**config.mk**
```make
export PLATFORM = sky130hd
export DESIGN_NAME = tdm_demux8
export DESIGN_NICKNAME = d
export VERILOG_FILES = /design/src/rtl/tdm_demux8.sv
export SDC_FILE = /design/constraint.sdc
export NUM_CORES = 1
export LEC_CHECK = 0
export CORE_MARGIN = 2
export CORE_UTILIZATION = 49
export CTS_BUF_LIST = sky130_fd_sc_hd__clkbuf_16
export CTS_CLUSTER_DIAMETER = 40
export CTS_CLUSTER_SIZE = 14
export DETAILED_ROUTE_END_ITERATION = 12
export PLACE_DENSITY = 0.76
export SETUP_SLACK_MARGIN = 0.4
export SLEW_MARGIN = 5
export SYNTH_ARGS = -nofsm -noshare
export SYNTH_HDL_FRONTEND = slang
export SYNTH_SLANG_ARGS = --single-unit
export TNS_END_PERCENT = 20
```
**constraint.sdc**
```tcl
create_clock -name clk -period 2.8 [get_ports clk]
set_clock_uncertainty 0.2 [all_clocks]
set_input_delay 0.84 -clock clk [delete_from_list [all_inputs] [get_ports clk]]
set_output_delay 0.84 -clock clk [all_outputs]
set_load 0.03 [all_outputs]
```
**src/rtl/tdm_demux8.sv**
```systemverilog
// 8-slot TDM receive demultiplexer: collects one frame of samples into a shadow
// buffer and publishes all eight lanes together when slot 7 is accepted.
module tdm_demux8 #(
    parameter int WIDTH      = 1,
    parameter int SYNC_CHECK = 1
) (
    input  logic                 clk,
    input  logic                 rst,
    input  logic [WIDTH-1:0]     din,
    input  logic                 din_valid,
    input  logic                 sync,
    output logic [2:0]           s,
    output logic                 locked,
    output logic [8*WIDTH-1:0]   y,
    output logic                 frame_valid,
    output logic                 sync_err
);

    typedef enum logic {
        HUNT = 1'b0,
        LOCK = 1'b1
    } state_t;

    state_t               r_state;
    state_t               w_state_nxt;
    logic [2:0]           r_slot;
    logic [2:0]           w_slot_nxt;
    logic [8*WIDTH-1:0]   r_shadow;
    logic [8*WIDTH-1:0]   w_shadow_nxt;
    logic [8*WIDTH-1:0]   r_y;
    logic [8*WIDTH-1:0]   w_y_nxt;
    logic                 r_frame_valid;
    logic                 w_frame_valid_nxt;
    logic                 r_sync_err;
    logic                 w_sync_err_nxt;

    logic                 w_resync;
    logic                 w_lost;
    logic                 w_store;

    // Classify the accepted sample once; both combinational processes share it.
    always_comb begin
        w_resync = 1'b0;
        w_lost   = 1'b0;
        w_store  = 1'b0;
        if (din_valid && r_state == LOCK) begin
            if (sync && r_slot != 3'd0) begin
                w_resync = 1'b1;
            end else if (!sync && r_slot == 3'd0 && SYNC_CHECK != 0) begin
                w_lost = 1'b1;
            end else begin
                w_store = 1'b1;
            end
        end
    end

    always_ff @(posedge clk) begin
        if (rst) begin
            r_state       <= HUNT;
            r_slot        <= '0;
            r_shadow      <= '0;
            r_y           <= '0;
            r_frame_valid <= 1'b0;
            r_sync_err    <= 1'b0;
        end else begin
            r_state       <= w_state_nxt;
            r_slot        <= w_slot_nxt;
            r_shadow      <= w_shadow_nxt;
            r_y           <= w_y_nxt;
            r_frame_valid <= w_frame_valid_nxt;
            r_sync_err    <= w_sync_err_nxt;
        end
    end

    always_comb begin
        w_state_nxt = r_state;
        w_slot_nxt  = r_slot;
        case (r_state)
            HUNT: begin
                if (din_valid && sync) begin
                    w_state_nxt = LOCK;
                    w_slot_nxt  = 3'd1;
                end
            end
            LOCK: begin
                if (w_resync) begin
                    w_slot_nxt = 3'd1;
                end else if (w_lost) begin
                    w_state_nxt = HUNT;
                    w_slot_nxt  = 3'd0;
                end else if (w_store) begin
                    w_slot_nxt = r_slot + 3'd1;
                end
            end
            default: begin
                w_state_nxt = HUNT;
                w_slot_nxt  = 3'd0;
            end
        endcase
    end

    always_comb begin
        w_shadow_nxt      = r_shadow;
        w_y_nxt           = r_y;
        w_frame_valid_nxt = 1'b0;
        w_sync_err_nxt    = 1'b0;
        if (din_valid && r_state == HUNT && sync) begin
            w_shadow_nxt[WIDTH-1:0] = din;
        end
        if (w_resync) begin
            // Stale upper slots are harmless: they are rewritten before slot 7 completes.
            w_shadow_nxt[WIDTH-1:0] = din;
            w_sync_err_nxt          = 1'b1;
        end
        if (w_lost) begin
            w_sync_err_nxt = 1'b1;
        end
        if (w_store) begin
            w_shadow_nxt[32'(r_slot)*WIDTH +: WIDTH] = din;
            if (r_slot == 3'd7) begin
                w_y_nxt           = {din, r_shadow[7*WIDTH-1:0]};
                w_frame_valid_nxt = 1'b1;
            end
        end
    end

    assign s           = r_slot;
    assign locked      = (r_state == LOCK);
    assign y           = r_y;
    assign frame_valid = r_frame_valid;
    assign sync_err    = r_sync_err;

endmodule

```
==> impl_metrics.csv <==
group,metric,value,unit
floorplan,die_h,48.69,um
final_layout,fillers,171,
clock_tree,clock_latency,250,ps
floorplan,rows,16,
placed_design,portBuffers,18,
final_layout,num-nets-final,143,
hold_path,hold_depth,2,
floorplan,die_area,2370,um2
clock_tree,clockRootBuffer,"clkbuf_16",
floorplan,num_io_pins,19,
grt,grt_overflow,0,
hold_path,hp-start,"y[5]",
yosys,synth-async-reset-ratio,0,
setup_path,rrSetupSlack,490,ps
yosys,syn_area,978.4,um2
setup_path,end_kind,"output pin",
setup_path,cp.buffers_inverters,1,
clock_tree,numCtsBuffers,3,
yosys,synth_area_leaders,"dfxtp_1 43%, ha_1 6.4%, nand2_1 5.8%",
power_and_ir_drop,power,0.6700,mW
yosys,ys.warnings.count,0,
clock_tree,cts_hold_buf,0,
hold_path,min_to,"y[5]",
yosys,synth_common_cells,"21 x dfxtp_1, 15 x nand2_1, 10 x a21oi_1, 9 x nand3_1",
grt,grt_pass1_vias,811,
detailed_routing,vias_per_cell,5.509,
placed_design,post-place-ws,236.7,ps
sta,slew_viol_final,0,
power_and_ir_drop,irDropWorstVdd,0.0003492,V
yosys,synth_top_area_cell,"dfxtp_1",
sta,maxSlewHeadroom,0.7287,
clock_tree,post-cts-setup-buffers,0,
sta,final.setup.tns,0,ps
clock_tree,cts_max_level,1,
run,drv_cap,0,
sta,min_period,2414,ps
yosys,syn_inst,112,
setup_path,r2r_start,"s[0]",
detailed_routing,wl_per_cell,13.04,um
yosys,yosysMostFrequentCell,"dfxtp_1",
setup_path,start_kind,"flip-flop",
floorplan,core_area,1922,um2
power_and_ir_drop,power.density,529.1,nW/um2
sta,worst_pin_slew,402.7,ps
final_layout,finish.instance_area,1266,um2
sta,fmax,0.4143,GHz
placed_design,place_area,1185,um2
power_and_ir_drop,p_leak,0.5043,nW
sta,period_share,0.8621,
yosys,synth_seq_cells,21,
grt,antenna_found_initial,0,
clock_tree,path_clk_slew,60,ps
setup_path,reg2regPathDepth,7,
floorplan,initial_core_util,0.5091,
setup_path,path_delay_family,"buffers and inverters",
status,outcome,"finished, final reports clean",
final_layout,drive_gt1_frac,0.08333,
clock_tree,cts.path.max_buffers,2,
final_layout,syn_to_final_growth,29.41,%
grt,track_usage,0.1852,
yosys,synth_nets,122,
grt,grt_start_max_net_pins,22,
setup_path,r2r_end,"r_shadow[0]",
setup_path,cp_slowest_stage_delay,710,ps
final_layout,insertedDiodeCount,0,
clock_tree,cts_tree,"built",
setup_path,crit_required,1760,ps
yosys,yosysSeqAreaShare,0.4297,
final_layout,final_util,0.6589,
yosys,synth_cell_types,29,
setup_path,worstPathCellList,"clkdlybuf4s50_1",
detailed_routing,drt_first_iter_violations,26,
yosys,dominantRegCellSynth,"dfxtp_1",
detailed_routing,drc,0,
yosys,postSynthAreaPerCell,8.736,um2
placed_design,placed_cells,155,
floorplan,die_w,48.69,um
setup_path,slowest_stage,"clkdlybuf4s50_1",
detailed_routing,num_vias,876,
sta,setup_violations,0,
sta,hold_ws,251.5,ps
yosys,synth.top_cell.area_share,0.4297,
clock_tree,cts_sinks,21,
setup_path,crit_arrival,1370,ps
final_layout,fin_cells,159,
yosys,synth-edff-count,0,
setup_path,critPathKind,"flip-flop to output pin",
sta,fin_ws,386.2,ps
grt,grt_pass1_wl,3.477,mm
detailed_routing,routed_wl,2.074,mm
placed_design,dp_hpwl,1.397,mm
sta,rsz0062_at_grt,"true",
hold_path,worstHoldPathType,"flip-flop to flip-flop",
detailed_routing,first_pass_iters,4,
detailed_routing,antenna_left,0,
sta,hold_viol,0,
placed_design,gp_congestion,0.8579,
setup_path,critPathMaxFanout,6,
-- registers in the layout, indices dropped and copies added, names as in the netlist --
signal	count
r_shadow	7
locked	1
s	3
y	8
frame_valid	1
sync_err	1
-- final cells by class --
class,instances,area [um2],share of cell area
multi-input combinational,82,513.0,0.4051
clock inverter,1,5.005,0.003953
timing repair buffer,21,203.9,0.1611
sequential,21,420.4,0.3320
tap,27,33.78,0.02668
clock buffer,3,75.07,0.05929
inverter,4,15.01,0.01186
-- worst max-delay path by stage --
stage / startpoint / end / slack [ps] / cells past startpoint
floorplan: s[0] / r_shadow[0] / 420 / 8
global placement: sync / r_shadow[0] / 290 / 5
detailed placement: sync / r_shadow[2] / 240 / 6
CTS: locked / locked / 380 / 1
global route: locked / locked / 360 / 1
finish: locked / locked / 390 / 1
-- where the power goes --
part           internal (mW)  switching, mW  leakage (nW)
combinational         0.0272         0.0365         0.294
clock                  0.192          0.108        0.0409
sequential             0.302        0.00441         0.170
total                  0.521          0.149         0.504
-- cells in the final DEF (no fill, tap or decap), drive strengths merged, types with 2 or more instances in the layout --
| cell | netlist | final |
|---|---|---|
| dfxtp | 21 | 21 |
| clkdlybuf4s50 | 0 | 16 |
| nand2 | 15 | 15 |
| a21oi | 10 | 10 |
| nand3 | 9 | 9 |
| nand2b | 6 | 6 |
| nor2 | 6 | 6 |
| nand4 | 5 | 5 |
| ha | 5 | 5 |
| inv | 4 | 4 |
| nor2b | 4 | 4 |
| mux2i | 4 | 4 |
| o21ai | 3 | 3 |
| clkbuf | 3 | 3 |
| buf | 2 | 3 |
| a22oi | 2 | 2 |
| a31oi | 2 | 2 |
-- layer usage --
layer | routed length (um) | vias up | global-route usage
met5 | 0 | - | 0
met4 | 34 | 0 | 0.07143
met3 | 84 | 5 | 0.03086
met2 | 1032 | 26 | 0.3242
met1 | 923 | 411 | 0.2259
li1 | - | 434 | -
-- worst reg2reg max path: stages (launching register included) --
cell and delay, ps:
dfxtp_1 460, inv_1 130, ha_1 240, ha_1 240, nand2b_1 220, and3_1 210
a31oi_2 180, mux2_4 310
-- cell families (layout without fill, tap and decap cells) --
logic type,count (synthesis),after routing,share of synthesized area
compound gates,20,20,0.1240
fa+ha+maj,5,5,0.06394
buf+inv,9,29,0.04603
flops,21,21,0.4297
mux,5,5,0.05626
simple gates,52,52,0.2800
-- timing repair --
| action | CTS | global route |
|---|---|---|
| resized for setup | 1 | 1 |
| gates cloned | 0 | 0 |
| setup endpoints to repair | 2 | 5 |
(Power assumes the default switching activity.)
